`src/rtl/rv_exit_pkg.sv`:
```
`default_nettype none
// ============================================================================
// Module   : rv_exit_pkg
// Purpose  : Shared constants and state types for the riscv-tests completion
//            monitor (rv_exit_monitor and rv_exit_hart_tracker).
// Contents : A0_IDX / A7_IDX   - architectural register indices of a0 and a7
//            mon_state_e       - global monitor state
//            hart_state_e      - per-hart exit tracker state
// Revision : 1.0 - initial release
// ============================================================================
package rv_exit_pkg;

    localparam logic [4:0] A0_IDX = 5'd10;
    localparam logic [4:0] A7_IDX = 5'd17;

    typedef enum logic [1:0] {
        RUN     = 2'd0,
        PASS    = 2'd1,
        FAIL    = 2'd2,
        TIMEOUT = 2'd3
    } mon_state_e;

    typedef enum logic [0:0] {
        H_RUN    = 1'b0,
        H_EXITED = 1'b1
    } hart_state_e;

endpackage
`default_nettype wire

```
`src/rtl/rv_exit_hart_tracker.sv`:
```
`default_nettype none
// ============================================================================
// Module   : rv_exit_hart_tracker
// Purpose  : Per-hart exit tracker. Shadows a0/a7 from the writeback port,
//            detects an ecall exit and/or a tohost store exit, latches the
//            exit code and counts retired instructions until exit.
// Ports    : clk_i, rst_i          clock, synchronous active-high reset
//            wb_valid_i/rd/data    register writeback snoop
//            retire_i, ecall_i     retire snoop
//            st_valid_i/addr/data  store snoop
//            exit_o                exit event this cycle (combinational)
//            exit_ok_o             that exit carries code 0 (combinational)
//            exited_ok_o           hart already exited with code 0 (registered)
//            code_o                latched exit code
//            instret_o             retired-instruction count (frozen on exit)
// Revision : 1.0 - initial release
// ============================================================================
module rv_exit_hart_tracker
    import rv_exit_pkg::*;
#(
    parameter int unsigned XLEN        = 32,
    parameter int unsigned CNT_W       = 64,
    parameter logic [31:0] SYS_EXIT    = 32'h5d,
    parameter logic [31:0] TOHOST_ADDR = 32'h0000_1000,
    parameter logic [1:0]  MODE        = 2'b11
) (
    input  logic             clk_i,
    input  logic             rst_i,
    input  logic             wb_valid_i,
    input  logic [4:0]       wb_rd_i,
    input  logic [XLEN-1:0]  wb_data_i,
    input  logic             retire_i,
    input  logic             ecall_i,
    input  logic             st_valid_i,
    input  logic [XLEN-1:0]  st_addr_i,
    input  logic [XLEN-1:0]  st_data_i,
    output logic             exit_o,
    output logic             exit_ok_o,
    output logic             exited_ok_o,
    output logic [XLEN-1:0]  code_o,
    output logic [CNT_W-1:0] instret_o
);

    hart_state_e      state_q, state_d;
    logic [XLEN-1:0]  a0_q, a0_d;
    logic [XLEN-1:0]  a7_q, a7_d;
    logic [XLEN-1:0]  code_q, code_d;
    logic             ok_q, ok_d;
    logic [CNT_W-1:0] instret_q, instret_d;

    logic             w_wb_a0;
    logic             w_wb_a7;
    logic [XLEN-1:0]  w_a0;
    logic [XLEN-1:0]  w_a7;
    logic             w_ecall_hit;
    logic             w_tohost_hit;
    logic [XLEN-1:0]  w_code;
    logic             w_ok;
    logic             w_exit;

    // rd=0 never matches either index, so x0 writes fall out naturally.
    assign w_wb_a0 = wb_valid_i && (wb_rd_i == A0_IDX);
    assign w_wb_a7 = wb_valid_i && (wb_rd_i == A7_IDX);

    // Bypass so an ecall retiring alongside the writeback sees the new value.
    assign w_a0 = w_wb_a0 ? wb_data_i : a0_q;
    assign w_a7 = w_wb_a7 ? wb_data_i : a7_q;

    assign w_ecall_hit  = MODE[0] && retire_i && ecall_i && (w_a7 == XLEN'(SYS_EXIT));
    assign w_tohost_hit = MODE[1] && st_valid_i && (st_addr_i == XLEN'(TOHOST_ADDR))
                          && st_data_i[0];

    assign w_exit = (state_q == H_RUN) && (w_ecall_hit || w_tohost_hit);

    // Ecall takes precedence if both mechanisms fire in the same cycle.
    always_comb begin
        w_code = '0;
        w_ok   = 1'b0;
        if (w_ecall_hit) begin
            w_code = w_a0 >> 1;
            w_ok   = (w_a0 == '0);
        end else if (w_tohost_hit) begin
            w_code = st_data_i >> 1;
            w_ok   = ((st_data_i >> 1) == '0);
        end
    end

    always_comb begin
        state_d   = state_q;
        a0_d      = w_a0;
        a7_d      = w_a7;
        code_d    = code_q;
        ok_d      = ok_q;
        instret_d = instret_q;
        if (w_exit) begin
            state_d = H_EXITED;
            code_d  = w_code;
            ok_d    = w_ok;
        end
        // The exiting retire still counts: state_q is H_RUN in that cycle.
        if (retire_i && (state_q == H_RUN) && (instret_q != '1)) begin
            instret_d = instret_q + 1'b1;
        end
    end

    always_ff @(posedge clk_i) begin
        if (rst_i) begin
            state_q   <= H_RUN;
            a0_q      <= '0;
            a7_q      <= '0;
            code_q    <= '0;
            ok_q      <= 1'b0;
            instret_q <= '0;
        end else begin
            state_q   <= state_d;
            a0_q      <= a0_d;
            a7_q      <= a7_d;
            code_q    <= code_d;
            ok_q      <= ok_d;
            instret_q <= instret_d;
        end
    end

    assign exit_o      = w_exit;
    assign exit_ok_o   = w_ok;
    assign exited_ok_o = (state_q == H_EXITED) && ok_q;
    assign code_o      = code_q;
    assign instret_o   = instret_q;

endmodule
`default_nettype wire

```
`src/rtl/rv_exit_monitor.sv`:
```
`default_nettype none
// ============================================================================
// Module   : rv_exit_monitor
// Purpose  : riscv-tests completion monitor for NUM_HARTS cores. Snoops each
//            hart's writeback, retire and store ports and latches a sticky
//            pass / fail / timeout verdict with per-hart exit codes and
//            cycle / instret counts.
// Ports    : clk_i, rst_i              clock, synchronous active-high reset
//            wb_*_i, retire_i,         per-hart snoop inputs (packed, hart h
//            ecall_i, st_*_i           at slice [h*W +: W])
//            done_o/pass_o/fail_o/     sticky registered verdict flags
//            timeout_o
//            fail_hart_o               lowest failing hart index
//            exit_code_o               per-hart exit code (raw >> 1)
//            cycles_o                  cycles from reset release to done
//            instret_o                 per-hart retired-instruction count
// Revision : 1.0 - initial release
// ============================================================================
module rv_exit_monitor
    import rv_exit_pkg::*;
#(
    parameter int unsigned NUM_HARTS   = 1,
    parameter int unsigned XLEN        = 32,
    parameter int unsigned CNT_W       = 64,
    parameter logic [31:0] SYS_EXIT    = 32'h5d,
    parameter logic [31:0] TOHOST_ADDR = 32'h0000_1000,
    parameter logic [1:0]  MODE        = 2'b11,
    parameter int unsigned TIMEOUT_CYC = 1_000_000
) (
    input  logic                           clk_i,
    input  logic                           rst_i,
    input  logic [NUM_HARTS-1:0]           wb_valid_i,
    input  logic [5*NUM_HARTS-1:0]         wb_rd_i,
    input  logic [XLEN*NUM_HARTS-1:0]      wb_data_i,
    input  logic [NUM_HARTS-1:0]           retire_i,
    input  logic [NUM_HARTS-1:0]           ecall_i,
    input  logic [NUM_HARTS-1:0]           st_valid_i,
    input  logic [XLEN*NUM_HARTS-1:0]      st_addr_i,
    input  logic [XLEN*NUM_HARTS-1:0]      st_data_i,
    output logic                           done_o,
    output logic                           pass_o,
    output logic                           fail_o,
    output logic                           timeout_o,
    output logic [$clog2(NUM_HARTS):0]     fail_hart_o,
    output logic [XLEN*NUM_HARTS-1:0]      exit_code_o,
    output logic [CNT_W-1:0]               cycles_o,
    output logic [CNT_W*NUM_HARTS-1:0]     instret_o
);

    localparam int unsigned FH_W = $clog2(NUM_HARTS) + 1;
    // Last cycle index before the watchdog fires; unused when disabled.
    localparam logic [CNT_W-1:0] WD_LAST =
        (TIMEOUT_CYC == 0) ? '0 : CNT_W'(TIMEOUT_CYC - 1);

    logic [NUM_HARTS-1:0] w_exit;
    logic [NUM_HARTS-1:0] w_exit_ok;
    logic [NUM_HARTS-1:0] w_exited_ok;

    generate
        for (genvar h = 0; h < NUM_HARTS; h++) begin : g_hart
            rv_exit_hart_tracker #(
                .XLEN        (XLEN),
                .CNT_W       (CNT_W),
                .SYS_EXIT    (SYS_EXIT),
                .TOHOST_ADDR (TOHOST_ADDR),
                .MODE        (MODE)
            ) u_tracker (
                .clk_i       (clk_i),
                .rst_i       (rst_i),
                .wb_valid_i  (wb_valid_i[h]),
                .wb_rd_i     (wb_rd_i[h*5 +: 5]),
                .wb_data_i   (wb_data_i[h*XLEN +: XLEN]),
                .retire_i    (retire_i[h]),
                .ecall_i     (ecall_i[h]),
                .st_valid_i  (st_valid_i[h]),
                .st_addr_i   (st_addr_i[h*XLEN +: XLEN]),
                .st_data_i   (st_data_i[h*XLEN +: XLEN]),
                .exit_o      (w_exit[h]),
                .exit_ok_o   (w_exit_ok[h]),
                .exited_ok_o (w_exited_ok[h]),
                .code_o      (exit_code_o[h*XLEN +: XLEN]),
                .instret_o   (instret_o[h*CNT_W +: CNT_W])
            );
        end
    endgenerate

    mon_state_e       state_q, state_d;
    logic [CNT_W-1:0] cycles_q, cycles_d;
    logic [FH_W-1:0]  fail_hart_q, fail_hart_d;

    logic             w_fail_any;
    logic             w_all_ok;
    logic             w_any_exit;
    logic             w_wd_hit;
    logic [FH_W-1:0]  w_fail_idx;

    assign w_fail_any = |(w_exit & ~w_exit_ok);
    // A hart counts as good if it exited cleanly earlier or does so now.
    assign w_all_ok   = &(w_exited_ok | (w_exit & w_exit_ok));
    assign w_any_exit = |w_exit;
    // ">=" rather than "==": a clean partial exit on the limit cycle defers
    // the timeout by a cycle instead of disarming the watchdog for good.
    assign w_wd_hit   = (TIMEOUT_CYC != 0) && (cycles_q >= WD_LAST);

    // Scan high to low so the lowest failing index is the one left standing.
    always_comb begin
        w_fail_idx = '0;
        for (int h = NUM_HARTS - 1; h >= 0; h--) begin
            if (w_exit[h] && !w_exit_ok[h]) begin
                w_fail_idx = FH_W'(h);
            end
        end
    end

    always_comb begin
        state_d     = state_q;
        cycles_d    = cycles_q;
        fail_hart_d = fail_hart_q;
        if (state_q == RUN) begin
            if (w_fail_any) begin
                state_d     = FAIL;
                fail_hart_d = w_fail_idx;
            end else if (w_all_ok) begin
                state_d = PASS;
            end else if (!w_any_exit && w_wd_hit) begin
                state_d = TIMEOUT;
            end else if (cycles_q != '1) begin
                // Only cycles that stay in RUN advance the count, so the
                // terminal value equals the index of the deciding cycle.
                cycles_d = cycles_q + 1'b1;
            end
        end
    end

    always_ff @(posedge clk_i) begin
        if (rst_i) begin
            state_q     <= RUN;
            cycles_q    <= '0;
            fail_hart_q <= '0;
        end else begin
            state_q     <= state_d;
            cycles_q    <= cycles_d;
            fail_hart_q <= fail_hart_d;
        end
    end

    assign done_o      = (state_q != RUN);
    assign pass_o      = (state_q == PASS);
    assign fail_o      = (state_q == FAIL);
    assign timeout_o   = (state_q == TIMEOUT);
    assign fail_hart_o = fail_hart_q;
    assign cycles_o    = cycles_q;

endmodule
`default_nettype wire

```
`config.mk`:
```
export PLATFORM = sky130hd
export DESIGN_NAME = rv_exit_monitor
export DESIGN_NICKNAME = d
export VERILOG_FILES = /design/src/rtl/rv_exit_pkg.sv /design/src/rtl/rv_exit_hart_tracker.sv /design/src/rtl/rv_exit_monitor.sv
export SDC_FILE = /design/constraint.sdc
export NUM_CORES = 1
export LEC_CHECK = 0
export CAP_MARGIN = 40
export CORE_UTILIZATION = 43
export CTS_CLUSTER_SIZE = 24
export DETAILED_ROUTE_END_ITERATION = 8
export PLACE_DENSITY = 0.8
export SLEW_MARGIN = 20
export SYNTH_ARGS = -nofsm -noshare
export SYNTH_HDL_FRONTEND = slang
export SYNTH_SLANG_ARGS = --single-unit
```
`constraint.sdc`:
```
create_clock -name clk_i -period 2.6 [get_ports clk_i]
set_input_delay 0.78 -clock clk_i [delete_from_list [all_inputs] [get_ports clk_i]]
set_output_delay 0.78 -clock clk_i [all_outputs]
set_load 0.02 [all_outputs]
```
==> metrics.md, run 1 <==
| Metric | Value |
|---|---|
| Number of buffers created by CTS | 24 |
| Total GRT Usage | 25.6% |
| Worst path cell trace | clkdlybuf4s50_1 > nand2b_4 > o211ai_1 > o32ai_4 > a21boi_4 > buf_4 > o2111ai_4 > or4_1 > a21oi_1 |
| Initial DRC Count | 548 |
| Worst Setup Start Kind | primary input |
| Wire length per cell | 17.5 um |
| Vias in the first global route | 9185 |
| Hold WC Path Type | reg -> reg |
| Final ANT Viol Nets | 0 |
| Worst skew pair latency | 510 ps |
| Critical path type | in -> reg |
| CTS sink count | 227 |
| Failing checks | setup timing |
| Clock root buffer | clkbuf_16 |
| Synth warnings | 0 |
| Pin count of the biggest net entering global routing | 86 |
| CTS tree | yes |
| Post-synthesis register bit count | 227 |
| Share of cells above drive strength 1 | 14.9% |
| Max stage delay on crit path | 500 ps |
| Via count | 9928 |
| Core Area | 21900 sq um |
| H-tree depth | 1 |
| GP Congestion | 0.962 |
| HPWL after DPL | 22300 um |
| Die Area | 23000 sq um |
| Post-synthesis mux area share | 3.43% |
| Port Buffers | 269 |
| Placed Area | 13400 sq um |
| Final nets | 1614 |
| Syn_area_per_cell | 8.36 sq um |
| Initial Util | 44.0% |
| RSZ-0062 raised after global routing | true |
| Die height | 152 um |
| Power Density | 510 nW/um^2 |
| Final Slew Violations | 0 |
| Post-Syn Area | 9640 sq um |
| Worst setup EP type | flip-flop |
| Complex-gate fraction of the synthesized area | 8.41% |
| Final Util | 67.0% |
| Die width | 152 um |
| Rows | 54 |
| CP max FO | 6 |
| Synth Area in Adders | 0.260% |
| Multi-input gate area | 5150 sq um |
| Sequential area share after synthesis | 47.2% |
| First-pass GRT wire length | 47100 um |
| Vias/cell | 5.51 |
| # Max-Cap Violations | 0 |
| Worst endpoint required time | 3040 ps |
| Yosys top cell by area | dfxtp_1 |
| GRT overflow | 0 |
| Fill count | 1732 |
| Total Wirelength | 31600 um |
| Setup TNS | -226 ps |
| LEAKAGE | 5.63 nW |
| Period utilisation layout | 102% |
| Worst Path Arrival | 3090 ps |
| CTS Buffer Depth | 3 |
| Min cycle time layout | 2650 ps |
| Crit path max-delay cell type | or4_1 |
| Mapped Cells | 1153 |
| WP buf/inv | 2 |
| TritonRoute pass-1 iters | 8 |
| Cts hold-fix bufs | 0 |
| Max frequency | 377 MHz |
| Post-route insts no fill | 1803 |
| Synth Area in Simple Gates | 32.9% |
| Outcome | complete, but fails checks |
| Antenna violations before repair | 1 |
| Reg area | 4550 sq um |
| Final Skew | 8.87 ps |
| Post-route worst setup slack | -51.4 ps |
| XOR/XNOR Fraction of Synth Area | 4.54% |
| Endpoints failing hold | 0 |
| # DRC | 0 |
| I/O pin count | 272 |
| Main combinational cell family by area after synthesis | simple AND/OR/NAND/NOR gates |
| Layout area overhead | 52.2% |
| Worst-path clk slew | 70 ps |
| Placed Cells | 1746 |
| Final instance area | 14700 sq um |
| Top cells by area, synth | dfxtp_1 (47%), nand2_1 (5.3%), nor2_1 (5.3%), a21oi_1 (5.1%), or3_1 (3.4%) |
| CP top delay family | compound AO/OA/AOI/OAI gates |
| Share of the synthesized area in the top cell type | 47.2% |
| Library cells used by synthesis | 47 |
| Peak supply drop | 0.383 mV |
| Placement Setup Slack | -767 ps |
| Finish-stage setup viols | 7 |
==> stage by stage <==
stage / hold slack [ps] / total power [W]
2_1_floorplan: 432 / 0.00370
3_3_place_gp: 439 / 0.00400
3_5_place_dp: 444 / 0.00400
4_1_cts: 453 / 0.00753
5_1_grt: 474 / 0.00771
6_report: 450 / 0.00748
==> flip-flops by register name, summed over array words and instances, names as in the netlist <==
name,flops
g_hart.u_tracker.instret_o,64
g_hart.u_tracker.a7_q,32
g_hart.u_tracker.ok_q,1
cycles_o,64
g_hart.u_tracker.code_o,31
state_q,2
g_hart.u_tracker.a0_q,32
g_hart.u_tracker.state_q,1
==> worst register-to-register path, delay by kind of cell, from the launching register on <==
kind,cells,cell delay (ps)
buffers and inverters,2,350
AND/OR/NAND/NOR,4,1200
AO/OA/AOI/OAI,3,660
flip-flops,1,330
==> cells by family (layout without fill, tap and decap cells) <==
logic type	count (synthesis)	after routing
and+or+nand+nor	619	619
DFF	227	227
AOI/OAI and AO/OA	146	147
buffers and inverters	75	442
xor gates and xnor gates	50	50
muxes	33	33
adders and majority gates	2	2
other	1	3
==> worst paths after layout <==
kind / end / from / slack, ps / cells past startpoint
worst max-delay path: cycles_o[19] / wb_rd_i[2] / -50 / 9
worst max register to register: cycles_o[11] / cycles_o[26] / 0 / 9
worst min-delay path: g_hart[0].u_tracker.a7_q[3] / g_hart[0].u_tracker.a7_q[3] / 450 / 2
worst min register to register: g_hart[0].u_tracker.a7_q[3] / g_hart[0].u_tracker.a7_q[3] / 450 / 2
==> cell usage in the layout (no fill, tap or decap), drive strengths merged, types with 3 or more instances in the layout <==
cell type      Yosys  final
a21oi             98     98
and2               4      4
and3              17     17
and4              17     17
buf               18    122
clkbuf            49     36
clkdlybuf4s50      0    220
clkinv             0      4
dfxtp            227    227
dlygate4sd2        0     22
dlymetal6s2s       0     26
inv                8      8
mux2i             33     33
nand2            137    137
nand2b             5      5
nand3             30     30
nand4             39     39
nor2             136    136
nor2b             46     46
nor3              58     58
nor3b              4      4
nor4              47     47
nor4b              5      5
o211ai             3      3
o21ai             24     24
o31ai              8      8
or2                5      5
or3               53     53
or4               14     14
xnor2             25     25
xor2              25     25
==> routing by layer <==
layer	track usage, %	up-vias	part of all wire [%]
li1	-	4780	-
met4	8.51	0	3.2
met2	45.1	414	49
met5	0	-	0
met3	4.61	70	7.9
met1	31.1	4664	40
==> cell usage after synthesis (all sizes together) <==
| library cell | number |
|---|---|
| and4 | 17 |
| nor3 | 58 |
| o31ai | 8 |
| o21ai | 24 |
| o21a | 1 |
| nand2b | 5 |
| and3 | 17 |
| nand2 | 137 |
| xnor2 | 25 |
| a21boi | 2 |
| o211ai | 3 |
| nor2b | 46 |
| o32ai | 2 |
| a21oi | 98 |
| or3 | 53 |
| buf | 18 |
| conb | 1 |
| a2111oi | 1 |
| clkbuf | 49 |
| a21o | 2 |
| inv | 8 |
| o2111ai | 1 |
| and4b | 1 |
| nand4 | 39 |
| and2 | 4 |
| mux2i | 33 |
| nor2 | 136 |
| nor4 | 47 |
| nor3b | 4 |
| nand4bb | 1 |
| dfxtp | 227 |
| xor2 | 25 |
| or4 | 14 |
| o22ai | 2 |
| nand3 | 30 |
| a211oi | 2 |
| ha | 2 |
| or2 | 5 |
| nor4b | 5 |
==> final cells by class <==
| class | instances | share of cell area (%) |
|---|---|---|
| Timing Repair Buffer | 391 | 25.6 |
| Tap cell | 280 | 2.39 |
| Sequential cell | 227 | 31.0 |
| Clock buffer | 35 | 5.00 |
| Clock inverter | 8 | 0.648 |
| Antenna cell | 1 | 0.0171 |
| Inverter | 8 | 0.205 |
| Multi-Input combinational cell | 853 | 35.1 |
==> power breakdown <==
part           leakage [nW]  internal, W  total, W  switching [W]
registers              1.83      0.00349   0.00351      0.0000141
clock network         0.406      0.00215   0.00355        0.00140
logic                  3.39     0.000221  0.000423       0.000202
==> what timing repair did <==
| action | in CTS | in global routing |
|---|---|---|
| gates cloned | 1 | 1 |
| pin swaps | 20 | 29 |
| buffers inserted | 5 | 6 |
| gates resized for setup | 40 | 77 |
| setup endpoints to repair | 55 | 85 |
(Power assumes the default switching activity.)
==> run 2, diff against run 1 <==
CAP_MARGIN = 20   (was 40)
CORE_UTILIZATION = 52   (was 43)
PLACE_DENSITY = 0.9   (was 0.8)
clock period = 3.41 ns   (was 2.6 ns; I/O delays follow)
==> run 2 against run 1 <==
The run ends with DRC left. Clock skew increased by 13 ps. Global-route usage rose by 4.0 points. Hold slack gained 3.8 ps. Non-clock buffer count decreased by 67. Register-to-register slack gained 700 ps. Power down 25%. Sequential cell count stayed put. Sequential power decreased by 24%. Largest power group is now registers.
==> metrics.md, run 2 (synthesis gave the netlist of run 1 again) <==
| Metric | Value |
|---|---|
| Hold WC Path Type | reg -> reg |
| Worst path cell trace | clkdlybuf4s50_1 > nand4bb_1 > o211ai_1 > o32ai_2 > a21boi_1 > o2111ai_2 > buf_12 > or4_1 > a21oi_1 |
| Worst Path Arrival | 3540 ps |
| Worst endpoint required time | 3830 ps |
| Max stage delay on crit path | 470 ps |
| Vias in the first global route | 9114 |
| Crit path max-delay cell type | or4_1 |
| CTS sink count | 227 |
| LEAKAGE | 4.89 nW |
| Total Wirelength | 28900 um |
| Fill count | 1270 |
| Worst R2R Setup Slack | 700 ps |
| Relative slew margins | 54.6% |
| Total GRT Usage | 29.6% |
| Placed Cells | 1640 |
| Worst Setup Start Kind | primary input |
| Die height | 138 um |
| Port Buffers | 269 |
| Vias/cell | 5.71 |
| Wire length per cell | 17.2 um |
| Final ANT Viol Nets | 0 |
| TritonRoute pass-1 iters | 7 |
| Most frequent cells in the layout | clkdlybuf4s50_1 (268), dfxtp_1 (227), nand2_1 (137) |
| Core Area | 18100 sq um |
| Worst-path clk slew | 60 ps |
| Number of buffers created by CTS | 24 |
| CP max FO | 37 |
| Cts hold-fix bufs | 0 |
| Worst-margin pin slew | 675 ps |
| Post-route insts no fill | 1684 |
| Clock root buffer | clkbuf_16 |
| RSZ-0062 raised after global routing | false |
| Worst skew pair latency | 510 ps |
| Total power | 0.00558 W |
| Initial Util | 53.3% |
| Die width | 138 um |
| Antenna violations before repair | 0 |
| GP Congestion | 0.957 |
| Min cycle time layout | 3120 ps |
| Power Density | 409 nW/um^2 |
| First-pass GRT wire length | 46600 um |
| Via count | 9610 |
| N_diodes | 0 |
| H-tree depth | 1 |
| PostCTS Resize Cnt | 0 |
| Max frequency | 321 MHz |
| Layout area overhead | 41.5% |
| # Max-Cap Violations | 0 |
| CTS tree | yes |
| Final Slew Violations | 0 |
| Peak supply drop | 0.322 mV |
| HPWL after DPL | 21000 um |
| Rows | 49 |
| Final Skew | 21.7 ps |
| Failing checks | DRC |
| Endpoints failing hold | 0 |
| Die Area | 19100 sq um |
| Worst setup EP type | flip-flop |
| Finish-stage setup viols | 0 |
| GRT overflow | 0 |
| Period utilisation layout | 91.4% |
| Outcome | complete, but fails checks |
| Initial DRC Count | 665 |
| Postcts setup bufs | 0 |
| # DRC | 50 |
| Share of cells above drive strength 1 | 7.01% |
| Pin count of the biggest net entering global routing | 82 |
| Critical path type | in -> reg |
| Commonest non-fill, non-tap cell in the layout | clkdlybuf4s50_1 |
| Setup TNS | 0 ps |
| CTS Buffer Depth | 3 |
| Final nets | 1546 |
| I/O pin count | 272 |
## run 2: cell count changes in the layout (fill, tap and decap cells not counted), moves of 5 or more
cell	previous run	this run
clkbuf_1	3	8
dlymetal6s2s_1	26	0
clkdlybuf4s50_1	220	268
a21oi_1	90	97
buf_4	108	49
nor4_1	30	47
a21oi_2	7	1
dlygate4sd2_1	22	0
nor4_2	16	0
buf_6	8	1
## run 2: critical path, delay by kind of cell
family	cells	cell delay, ps
buffers and inverters	2	630
AND/OR/NAND/NOR	2	840
AO/OA/AOI/OAI	5	1040
## run 2: power breakdown
| group | total [W] | internal [W] | switching (W) |
|---|---|---|---|
| registers | 0.00267 | 0.00266 | 0.0000102 |
| clock network | 0.00260 | 0.00159 | 0.00102 |
| logic | 0.000301 | 0.000164 | 0.000137 |
## run 2: stage by stage
stage / utilization, % / instance area (sq um) / setup slack (ps) / hold slack (ps)
after floorplan: - / 9640 / 433 / 432
after global placement: 71.0 / 12800 / -177 / 440
after detailed placement: 71.0 / 12800 / -247 / 447
after CTS: 75.4 / 13600 / 310 / 454
after global routing: 75.4 / 13600 / 161 / 468
final: 75.4 / 13600 / 293 / 454
## run 2: cell type report
cell class                 count  area [sq um]  area share [%]
inverter                       8          30.0           0.220
tap                          229           287            2.10
timing repair buffer         324          3180            23.3
clock inverter                 6          91.3           0.670
sequential                   227          4540            33.3
clock buffer                  38           713            5.23
multi-input combinational    852          4790            35.1
## run 2: final timing paths
| kind | startpoint | endpoint | depth (start not counted) |
|---|---|---|---|
| setup / recovery | wb_rd_i[1] | cycles_o[19] | 9 |
| hold / removal | g_hart[0].u_tracker.a7_q[7] | g_hart[0].u_tracker.a7_q[7] | 2 |
| setup reg to reg | cycles_o[62] | cycles_o[19] | 8 |
| hold reg to reg | g_hart[0].u_tracker.a7_q[7] | g_hart[0].u_tracker.a7_q[7] | 2 |
## run 2: metal layers
layer	track usage, %	wire length [um]
met5	0	0
met4	8.69	690
met3	6.27	2330
met2	54.0	14600
met1	34.8	11400
==> run 3, diff against run 2 <==
CORE_UTILIZATION = 48   (was 52)
PLACE_DENSITY = 0.84   (was 0.9)
SKIP_CTS_REPAIR_TIMING = 1   (was not set)
clock period = 3.4 ns   (was 3.41 ns; I/O delays follow)
==> run 3 against run 2 <==
Routed wire length is 1.2% higher. Die area is 8.2% higher. Critical path type unchanged. First-iteration DRC count is 28% lower. Count of clock-buffer cells in the layout is 5 lower. Non-clock buffer count is 4 lower. Largest power group is now the clock network. Setup slack worse by 9.3 ps. Clock power is 7.7% higher. The flow now finishes without violations.
==> metrics.md, run 3 (synthesis gave the netlist of run 1 again) <==
| Metric | Value |
|---|---|
| Layout area overhead | 42.0% |
| Worst setup EP type | flip-flop |
| LEAKAGE | 4.90 nW |
| Share of power burned in registers | 46.4% |
| Finish-stage setup viols | 0 |
| Worst setup endpoint | cycles_o[17] |
| Share of cells above drive strength 1 | 7.04% |
| Initial DRC Count | 477 |
| Max frequency | 321 MHz |
| # Max-Cap Violations | 0 |
| Die width | 144 um |
| GRT overflow | 0 |
| Final Util | 69.9% |
| Combinational Power Share | 5.2% |
| Final ANT Viol Nets | 0 |
| Critical path type | in -> reg |
| Die Area | 20600 sq um |
| Total GRT Usage | 27.8% |
| Commonest non-fill, non-tap cell in the layout | clkdlybuf4s50_1 |
| Final Skew | 13.4 ps |
| Worst Path Arrival | 3550 ps |
| Rows | 51 |
| Total Wirelength | 29300 um |
| Die height | 144 um |
| Min cycle time layout | 3120 ps |
| Period utilisation layout | 91.6% |
| Clock power share | 48.5% |
| HPWL after DPL | 20900 um |
| Most frequent cells in the layout | clkdlybuf4s50_1 (268), dfxtp_1 (227), nand2_1 (137) |
| CTS tree | yes |
| TritonRoute pass-1 iters | 5 |
| Placement Setup Slack | -163 ps |
| Crit Reg-Reg Endpoint | cycles_o[17] |
| Reg-to-reg startpoint | cycles_o[63] |
| CTS Buffer Depth | 3 |
| Worst endpoint required time | 3840 ps |
| Reg2Reg Depth | 8 |
| Vias/cell | 5.61 |
| Initial Util | 49.2% |
| Internal power | 0.00460 W |
| Endpoints failing hold | 0 |
| Post-route worst setup slack | 284 ps |
| GP Congestion | 0.957 |
| Power Density | 422 nW/um^2 |
| Switch share | 20.5% |
| Final nets | 1542 |
| Wire length per cell | 17.1 um |
| Crit. Startpoint | wb_rd_i[3] |
| Clock root buffer | clkbuf_16 |
| N_diodes | 0 |
| RSZ-0062 raised after global routing | false |
| Outcome | finished, final reports clean |
| Setup TNS | 0 ps |
| # DRC | 0 |
| Hold WC Path Type | reg -> reg |
| Number of buffers created by CTS | 24 |
| H-tree depth | 1 |
| Worst R2R Setup Slack | 690 ps |
| Worst Setup Start Kind | primary input |
| CTS sink count | 227 |
| Pin count of the biggest net entering global routing | 80 |
| Via count | 9610 |
| Peak supply drop | 0.294 mV |
| First-pass GRT wire length | 45900 um |
| Antenna violations before repair | 0 |
| I/O pin count | 272 |
| Core Area | 19600 sq um |
| Port Buffers | 269 |
| CP max FO | 11 |
| Net switching power | 0.00119 W |
| Worst-path clk slew | 60 ps |
| Vias in the first global route | 9139 |
| Final Slew Violations | 0 |
| Relative slew margins | 50.9% |
| Worst-margin pin slew | 730 ps |
| Worst skew pair latency | 510 ps |
[run 3: changes by cell type in the layout (fill, tap and decap cells not counted), sizes merged]
cell / change
buf: -4
clkbuf: -5
bufinv: +2
clkinvlp: +1
[run 3: area by class of cell]
cell class / count / area [sq um]
clock inverters: 9 / 148
multi-input cells: 852 / 4790
repair buffers: 320 / 3130
flip-flops and latches: 227 / 4540
clock buffers: 33 / 716
inverters: 8 / 30.0
well taps: 265 / 332
fillers: 1520 / 5900
[run 3: critical path, stage by stage]
cell	delay (ps)
clkdlybuf4s50_1	410
nand4bb_1	340
o211ai_1	330
o32ai_2	120
a21boi_1	310
o2111ai_2	150
buf_4	190
or4_1	510
a21oi_1	160
[run 3: worst min-delay path by stage]
| stage | start | depth (start not counted) | to |
|---|---|---|---|
| 2_1_floorplan | g_hart[0].u_tracker.a7_q[4] | 2 | g_hart[0].u_tracker.a7_q[4] |
| 3_3_place_gp | g_hart[0].u_tracker.a7_q[0] | 2 | g_hart[0].u_tracker.a7_q[0] |
| 3_5_place_dp | g_hart[0].u_tracker.a7_q[9] | 2 | g_hart[0].u_tracker.a7_q[9] |
| 4_1_cts | g_hart[0].u_tracker.a7_q[9] | 2 | g_hart[0].u_tracker.a7_q[9] |
| 5_1_grt | g_hart[0].u_tracker.a7_q[1] | 2 | g_hart[0].u_tracker.a7_q[1] |
| 6_report | g_hart[0].u_tracker.a7_q[9] | 2 | g_hart[0].u_tracker.a7_q[9] |
[run 3: power groups by stage]
stage | combinational, W | sequential (W) | clock, W
after floorplan | 0.0000830 | 0.00274 | 0
after global placement | 0.000293 | 0.00274 | 0
after detailed placement | 0.000294 | 0.00274 | 0
after CTS | 0.000297 | 0.00268 | 0.00284
after global routing | 0.000318 | 0.00268 | 0.00296
final | 0.000299 | 0.00268 | 0.00280
[run 3: per-layer routing]
metal  vias up  routed length (um)  track usage (%)
li1       4634                   -                -
met1      4464               11700             33.4
met2       423               13800             47.3
met3        89                2420             5.83
met4         0                1350             13.5
met5         -                   0                0
[run 3: through the flow]
stage | hold slack, ps | area, sq um | total power (W) | instances
4_1_cts | 455 | 13700 | 0.00582 | 1714
3_5_place_dp | 447 | 12800 | 0.00303 | 1672
6_report | 455 | 13700 | 0.00578 | 1714
2_1_floorplan | 432 | 9640 | 0.00283 | 1154
3_3_place_gp | 442 | 12800 | 0.00303 | 1672
5_1_grt | 472 | 13700 | 0.00596 | 1714
